`config.mk`:
```
export PLATFORM = sky130hd
export DESIGN_NAME = iserdes_word_align
export DESIGN_NICKNAME = d
export VERILOG_FILES = /design/src/rtl/iserdes_word_align.sv
export SDC_FILE = /design/constraint.sdc
export NUM_CORES = 1
export LEC_CHECK = 0
export ABC_AREA = 1
export CAP_MARGIN = 40
export CORE_MARGIN = 8
export CORE_UTILIZATION = 51
export CTS_CLUSTER_SIZE = 24
export DETAILED_ROUTE_END_ITERATION = 8
export HOLD_SLACK_MARGIN = 0.12
export PLACE_DENSITY = 0.72
export SLEW_MARGIN = 20
export SYNTH_ARGS = -nofsm -noshare
export SYNTH_HDL_FRONTEND = slang
export SYNTH_SLANG_ARGS = --single-unit
```
`constraint.sdc`:
```
create_clock -name clkPara -period 2.1 [get_ports clkPara]
set_input_delay 0.21 -clock clkPara [delete_from_list [all_inputs] [get_ports clkPara]]
set_output_delay 0.21 -clock clkPara [all_outputs]
set_load 0.005 [all_outputs]
```
`src/rtl/iserdes_word_align.sv`:
```
// Purpose: aligns raw deserializer words to the training pattern by searching the 8 bit offsets.
// Latency: din to dout is 2 valid words + 1 clkPara cycle; lock decisions are made on each valid word.
// Backpressure: none; dinValid qualifies input, and nothing advances while dinValid=0 except realign.
//
// Ports:
//   clkPara, resetN          - parallel-word clock, async active-low reset
//   din, dinValid            - raw unaligned word (din[7] earliest bit) and its qualifier
//   trainEn                  - far end is sending TRAIN_PATTERN (enables error checking when locked)
//   realign                  - single-cycle request to drop lock and restart the search
//   dout, doutValid          - aligned word (MSB earliest) and qualifier
//   locked, offset           - lock status and bit offset in use
//   lossOfLock               - one-cycle pulse on every LOCKED->SEARCH transition
module iserdes_word_align #(
    parameter logic [7:0]  TRAIN_PATTERN = 8'hA5,
    parameter int unsigned LOCK_COUNT    = 16,
    parameter int unsigned UNLOCK_ERRS   = 4
) (
    input  logic       clkPara,
    input  logic       resetN,
    input  logic [7:0] din,
    input  logic       dinValid,
    input  logic       trainEn,
    input  logic       realign,
    output logic [7:0] dout,
    output logic       doutValid,
    output logic       locked,
    output logic [2:0] offset,
    output logic       lossOfLock
);

    typedef enum logic [1:0] {
        ST_SEARCH = 2'd0,
        ST_VERIFY = 2'd1,
        ST_LOCKED = 2'd2
    } state_e;

    state_e     state_q;
    logic [2:0] offset_q;
    logic [7:0] wprev_q;
    logic [7:0] wcur_q;
    logic [7:0] match_cnt_q;
    logic [3:0] err_cnt_q;
    logic       skip_q;
    logic       loss_q;
    logic       upd_q;
    logic [7:0] dout_q;
    logic       dout_vld_q;

    // The FSM judges the window the history will hold after this valid word is
    // taken in, i.e. {wCur, din}; dout shows the same window one cycle later
    // once it sits in {wPrev, wCur}.
    logic [15:0] eval_sh;
    logic [7:0]  eval_win;
    logic        eval_match;
    logic [15:0] hist_sh;
    logic [7:0]  hist_win;
    logic [7:0]  match_cnt_inc;
    logic [3:0]  err_cnt_inc;

    always_comb begin
        eval_sh       = {wcur_q, din} << offset_q;
        eval_win      = eval_sh[15:8];
        eval_match    = (eval_win == TRAIN_PATTERN);
        hist_sh       = {wprev_q, wcur_q} << offset_q;
        hist_win      = hist_sh[15:8];
        match_cnt_inc = (match_cnt_q == 8'hFF) ? 8'hFF : match_cnt_q + 8'd1;
        err_cnt_inc   = (err_cnt_q == 4'hF) ? 4'hF : err_cnt_q + 4'd1;
    end

    // Alignment FSM. skip_q marks the first valid word after entering SEARCH,
    // which only refills history and is never judged.
    always_ff @(posedge clkPara or negedge resetN) begin
        if (!resetN) begin
            state_q     <= ST_SEARCH;
            offset_q    <= 3'd0;
            match_cnt_q <= 8'd0;
            err_cnt_q   <= 4'd0;
            skip_q      <= 1'b1;
            loss_q      <= 1'b0;
        end else begin
            loss_q <= 1'b0;
            if (realign) begin
                // Overrides any data-driven transition and ignores dinValid.
                loss_q      <= (state_q == ST_LOCKED);
                state_q     <= ST_SEARCH;
                match_cnt_q <= 8'd0;
                err_cnt_q   <= 4'd0;
                skip_q      <= 1'b1;
            end else if (dinValid) begin
                case (state_q)
                    ST_SEARCH: begin
                        if (skip_q) begin
                            skip_q <= 1'b0;
                        end else if (eval_match) begin
                            match_cnt_q <= 8'd1;
                            state_q     <= (LOCK_COUNT == 1) ? ST_LOCKED : ST_VERIFY;
                        end else begin
                            offset_q <= offset_q + 3'd1;
                        end
                    end
                    ST_VERIFY: begin
                        if (eval_match) begin
                            match_cnt_q <= match_cnt_inc;
                            if (32'(match_cnt_inc) >= LOCK_COUNT) begin
                                state_q <= ST_LOCKED;
                            end
                        end else begin
                            state_q     <= ST_SEARCH;
                            offset_q    <= offset_q + 3'd1;
                            match_cnt_q <= 8'd0;
                            skip_q      <= 1'b1;
                        end
                    end
                    ST_LOCKED: begin
                        if (!trainEn || eval_match) begin
                            err_cnt_q <= 4'd0;
                        end else if (32'(err_cnt_inc) >= UNLOCK_ERRS) begin
                            // Relock restarts at the offset that was in use.
                            state_q     <= ST_SEARCH;
                            err_cnt_q   <= 4'd0;
                            match_cnt_q <= 8'd0;
                            skip_q      <= 1'b1;
                            loss_q      <= 1'b1;
                        end else begin
                            err_cnt_q <= err_cnt_inc;
                        end
                    end
                    default: begin
                        state_q <= ST_SEARCH;
                        skip_q  <= 1'b1;
                    end
                endcase
            end
        end
    end

    // History and output datapath.
    always_ff @(posedge clkPara or negedge resetN) begin
        if (!resetN) begin
            wprev_q    <= 8'h00;
            wcur_q     <= 8'h00;
            upd_q      <= 1'b0;
            dout_q     <= 8'h00;
            dout_vld_q <= 1'b0;
        end else begin
            upd_q      <= dinValid;
            dout_vld_q <= upd_q;
            if (dinValid) begin
                wprev_q <= wcur_q;
                wcur_q  <= din;
            end
            if (upd_q) begin
                dout_q <= hist_win;
            end
        end
    end

    assign dout       = dout_q;
    assign doutValid  = dout_vld_q;
    assign locked     = (state_q == ST_LOCKED);
    assign offset     = offset_q;
    assign lossOfLock = loss_q;

endmodule

```
# Yosys cells after proc, flatten, opt, wreduce, memory -nomap -nowiden
# Cells that the tools add are included.
[word_totals] inputBits=13 n_memories=0 latchBits=0 word_cells=81 regBits=45 out_inout_bits=14 ramBits=0 rom_bits=0
[op_classes] magnitude_cmp=2 n_mul=0 n_mux=38 n_addsub=3 n_eq_ne=12 n_reduce_logical=12 div_mod_pow=0 n_shift=2 bitwise_logic=1
[ops] op="$mux W8" n=8
[ops] op="$shl A16 B3 Y16" n=2
[ops] op="$mux W4" n=6
[ops] op="$pmux W8 S3" n=1
[ops] op="$eq A8 B8 Y1 const B" n=2
[ops] op="$mux W2" n=8
[ops] op="$ne A3 B3 Y1 const B" n=4
[ops] op="$reduce_and A6 Y1" n=2
[ops] op="$mux W1" n=10
[ops] op="$add A8 B1 Y8 const B" n=1
[ops] op="$ge A8 B5 Y1 const B" n=1
[ops] op="$reduce_and A4 Y1" n=2
[ops] op="$mux W3" n=2
[ops] op="$pmux W2 S3" n=1
[ops] op="$pmux W3 S2" n=1
[ops] op="$reduce_bool A2 Y1" n=3
[ops] op="$add A4 B1 Y4 const B" n=1
[ops] op="$eq A4 B4 Y1 const B" n=1
[ops] op="$ge A4 B3 Y1 const B" n=1
[ops] op="$ne A4 B4 Y1 const B" n=1
[ops] op="$reduce_bool A4 Y1" n=1
[ops] op="$add A3 B1 Y3 const B" n=1
[ops] op="$ne A3 B2 Y1 const B" n=1
[ops] op="$pmux W1 S3" n=1
[ops] op="8 further kinds" n=8

# Depth between registers and ports, before layout
[depth] depth_word=8 depth_mapped=16

# Worst setup path after synthesis
# Ideal clock, no wire load.
[synth_path] path_kind="register to register" startpoint="register offset_q[0] (netlist: offset[0])" endpoint="register state_q[0]" slack_ps=397 synth_period_minus_slack_ps=1703 setup_ps=117 arrival_time_ps=1586 path_buffers=2 t_required_ps=1983 stages_incl_launch_ff=15 cell_sequence="dfrtp_1 -> buf_6 -> buf_12 -> nand2_2 -> nand2_1 -> nand3_1 -> nor2_1 -> nand3_1 -> nand2_2 -> nand2_4 -> nand2_4 -> a21oi_1 -> nand3_1 -> nand2_1 -> nand2_1"
[synth_between] elab_chain_len=6 word_cells_on_any_way=11
[synth_lines] item="from (decl)" line="38" text="logic [2:0] offset_q;"
[synth_lines] item="from (signal assigned)" line="98" text="offset_q <= offset_q + 3'd1;"
[synth_lines] item="from (signal assigned)" line="109" text="offset_q <= offset_q + 3'd1;"
[synth_lines] item="$shl A16 B3 Y16 *" line="61" text="eval_sh = {wcur_q, din} << offset_q;"
[synth_lines] item="$eq A8 B8 Y1 *" line="63" text="eval_match = (eval_win == TRAIN_PATTERN);"
[synth_lines] item="$mux W2" line="102" text="if (eval_match) begin"
[synth_lines] item="$pmux W2 S3" line="90" text="case (state_q)"
[synth_lines] item="$mux W2" line="89" text="end else if (dinValid) begin"
[synth_lines] item="$mux W2" line="82" text="if (realign) begin"
[synth_lines] item="to (signal assigned)" line="96" text="state_q <= (LOCK_COUNT == 1) ? ST_LOCKED : ST_VERIFY;"
[synth_lines] item="to (decl)" line="37" text="state_e state_q;"
# Every way passes the cells marked *; elsewhere a longest branch is shown, timed or not. The select of a mux whose other input is x is not followed.
# A chain may end at the register's enable or synchronous reset.

# Final worst setup path
[layout_path] startpoint="register offset_q[0] (netlist: offset[0])" endpoint="register state_q[1]"
# Same word-level chain as after synthesis.

==> results.md <==
- The worst setup path is captured at a flop.
- The setup slack at placement is 57.2 ps.
- Routability-driven placement finished with a final weighted congestion of 0.852.
- The overall via count from detail_route is 2593.
- The remaining design rule violation count is 0.
- The layout net count is 451.
- The critical path goes through buf_4 -> nand2_1 -> nand2_1 -> nor2_1 -> nand2_1 -> nand2_1 -> nand3_1 -> nand2_2 -> nand2_4 -> nand2_4 -> nand2_2 -> nand2_4 -> nor2_1 -> nand3_1 -> nand2_1.
- The worst-case clock skew is 7.21 ps.
- The total of warnings raised by yosys is 0.
- The timing-limited maximum frequency is 523 MHz.
- The most frequent cell on the critical path is sky130_fd_sc_hd__nand2_1.
- The number of inserted filler cells in the final layout is 492.
- The global-route usage over all layers is 16.1%.
- The number of primary I/O pins is 27.
- The final standard cell utilization of the core is 61.2%.
- The library cell used as clock root buffer is sky130_fd_sc_hd__clkbuf_8.
- The worst path uses 91.0% of the clock period.
- Setup violations remaining at the end of the flow were counted as 0.
- The number of distinct library cell variants in the gate-level netlist after synthesis is 34.
- In this run the vertical extent of the chip is 90.7 um.
- The routed length per instance is 12.6 um.
- The startpoint class of the critical path is a flop.
- At the worst endpoint, the required time is 2290 ps.
- The number of max-cap violations is 0.
- The area of the die is 8220 um^2.
- Final hold analysis gives a worst-case slack of 462 ps.
- After legalization and detailed placement, the total HPWL measured 4660 um.
- At the pin with the least slew margin, the transition time is 582 ps.
- The arrival time of data at the critical path endpoint is 2100 ps.
- Sequential cells were found to cover 39.6% of the synthesized design area.
- Synthesis produced a netlist with a net count of 417.
- Leaving out fill and tap cells, the most frequent cell in the layout is sky130_fd_sc_hd__nand2_1.
- The mean cell area of the mapped netlist is 7.15 um^2.
- In this run the static leakage power is 1.66 nW.
- The clock sink count is 45.
- Among all flip-flop cells after synthesis, the most frequent one is sky130_fd_sc_hd__dfrtp_1.
- The post-synthesis register bit count is 45.
- The clock latency at the later pin of the worst-skew pair is 300 ps.
- The share of synthesized flip-flops with an asynchronous set or reset is 100%.
- The completed layout was analyzed and its total power is 0.00341 W.
- After technology mapping, the gate count stands at 398.
- The area used by multi-input combinational logic is 1470 um^2.
- Dividing the detail-routed via count by the number of cells gives 5.14.
- The first detailed-routing pass ran for 4 iterations.
- The count of buffers added on input and output ports is 26.
- The diode insertion count for antenna repair is 0.
- Compared with the post-synthesis result, the final layout area differs by 17.1%.
- The number of nets still failing antenna checks after routing is 0.
- The worst hold path belongs to the class primary input to flop.
- For the finished layout, the period the worst path requires is 1910 ps.
- The final layout contains routed wiring with a total length of 6370 um.
- After floorplanning, the core was sized to cover 5440 um^2.
- The TritonCTS clock tree is built.
- In the layout the commonest cells are sky130_fd_sc_hd__nand2_1 (119), sky130_fd_sc_hd__inv_1 (46), sky130_fd_sc_hd__nor2_1 (43).
- The category of the critical setup timing path is flop to flop.
- The maximum VDD drop is 0.000806 V.
- Broken down by cell family, the worst path's largest delay share belongs to simple AND/OR/NAND/NOR gates.
- Counting along the longest clock path gives a buffer depth of 2.
- Registers take 1130 um^2.
- The largest driver fanout on the critical path is 9.
- After the first detailed-routing iteration, the DRC count stood at 212.
- The H-tree level count is 2.
- The total clock buffers created by CTS is 5.
- The initial standard-cell utilization of the core is 52.3%.
- The number of buffers and inverters on the critical path is 1.
- The via count of the first global-routing pass is 2458.
- Clock-pin slew was measured on the worst setup and hold paths at 80 ps.
- The highest cell delay on the worst timing path is 460 ps.
- The cell area after synthesis is 2840 um^2.
- The worst pin sits at a relative slew slack of 61.2%.
- Entering global routing, the biggest net connects 46 pins.
- In this run, synthesis inferred 0 flip-flops with an integrated enable.
- The flow ran to the end, and the final reports show no timing, DRC or antenna violations.
- The total overflow left after global routing is 0.
- Cells with a size suffix above 1 make up 10.9% of the layout.
- After layout, the worst setup slack is 190 ps.
- The setup TNS is 0 ps.
- The count of final hold-check violations is 0.
- The horizontal extent of the die is 90.7 um.
- The power density over cell area is 1030 nW/um^2.
- On the critical path, the stage with the largest delay is an instance of sky130_fd_sc_hd__dfrtp_2.
- The placement row count is 27.
- The wire length of the first global-routing pass is 11200 um.
- The number of antenna violations at the first check in global routing is 0.
- The total count of max-transition violations in the final report is 0.
==> registers in the layout, summed over array words and instances, names as in the netlist <==
register,cells
doutValid,1
match_cnt_q,8
wcur_q,8
skip_q,1
dout,8
upd_q,1
lossOfLock,1
wprev_q,8
err_cnt_q,4
offset,3
state_q,2
==> final cells by class <==
type                       instances  share of cell area [%]
tap                               72                    2.71
clock inverter                     2                    1.05
clock buffer                       5                    2.07
timing repair buffer              38                    10.4
sequential                        45                    33.9
inverter                          49                    5.60
multi-input combinational        293                    44.2
==> where the power goes <==
group	switching [W]	leakage [nW]	internal, W	total [W]
clock	0.000293	0.0540	0.000346	0.000639
sequential	0.000148	0.557	0.00103	0.00118
combinational	0.000901	1.05	0.000691	0.00159
==> path summary, 6_finish.rpt <==
| path | start | end | slack, ps | cells after the start |
|---|---|---|---|---|
| hold / removal | dinValid | upd_q | 460 | 1 |
| setup / recovery | offset[0] | state_q[1] | 190 | 15 |
| max in group asynchronous | resetN | offset[0] | 1150 | 3 |
| hold reg to reg | skip_q | skip_q | 460 | 2 |
| min in group asynchronous | resetN | wcur_q[4] | 530 | 3 |
| setup reg to reg | offset[0] | state_q[1] | 190 | 15 |
==> per-layer routing <==
layer / vias up / GRT usage, % / wire, um
met1: 1192 / 21.0 / 3100
met4: 0 / 4.85 / 55
li1: 1338 / - / -
met3: 5 / 3.16 / 336
met5: - / 0 / 0
met2: 58 / 26.1 / 2880
==> metrics by stage <==
step,instance area (um^2),std cells
global placement,3190,494
global route,3330,504
finish,3330,504
CTS,3300,502
detailed placement,3190,494
floorplan,2840,398
==> synthesized netlist by cell type, types with 2 or more instances <==
master / count / share of area, %
sky130_fd_sc_hd__mux2i_1: 2 / 0.70
sky130_fd_sc_hd__a21oi_1: 18 / 3.2
sky130_fd_sc_hd__ha_1: 6 / 2.6
sky130_fd_sc_hd__o211ai_1: 2 / 0.53
sky130_fd_sc_hd__nand3_4: 2 / 1.2
sky130_fd_sc_hd__or2_2: 4 / 0.88
sky130_fd_sc_hd__nand2_2: 6 / 1.3
sky130_fd_sc_hd__nand3_1: 25 / 4.4
sky130_fd_sc_hd__nor2_1: 43 / 5.7
sky130_fd_sc_hd__o21ai_0: 35 / 6.2
sky130_fd_sc_hd__nand2_4: 3 / 1.2
sky130_fd_sc_hd__inv_2: 3 / 0.40
sky130_fd_sc_hd__buf_2: 2 / 0.35
sky130_fd_sc_hd__xor2_1: 5 / 1.5
sky130_fd_sc_hd__nor3_1: 3 / 0.53
sky130_fd_sc_hd__dfrtp_1: 44 / 39
sky130_fd_sc_hd__buf_6: 2 / 0.79
sky130_fd_sc_hd__a31oi_1: 5 / 1.1
sky130_fd_sc_hd__inv_1: 46 / 6.1
sky130_fd_sc_hd__nand2_1: 120 / 16
sky130_fd_sc_hd__nand4_1: 3 / 0.66
sky130_fd_sc_hd__clkbuf_1: 7 / 0.92
==> kinds of logic (layout without fill, tap and decap cells) <==
family / after synthesis / after routing / synth area share (%)
and+or+nand+nor: 213 / 214 / 33.3
AOI/OAI and AO/OA: 65 / 65 / 12.7
muxes: 2 / 2 / 0.704
adders and majority gates: 6 / 6 / 2.64
xor gates and xnor gates: 6 / 6 / 1.85
DFF: 45 / 45 / 39.6
buffers and inverters: 61 / 94 / 9.24
==> what timing repair did <==
item                                    CTS  global route
gates resized for setup                   0             6
endpoints found under the setup margin    0            11
hold buffers                              1             0
hold endpoints to repair                 44             0
buffers inserted                          0             1
==> worst register-to-register path, delay by kind of cell, from the launching register on <==
kind	cells	cell delay (ps)
flip-flops	1	460
AND/OR/NAND/NOR	14	1170
buffers and inverters	1	190
Power figures use the tool's default switching activity.
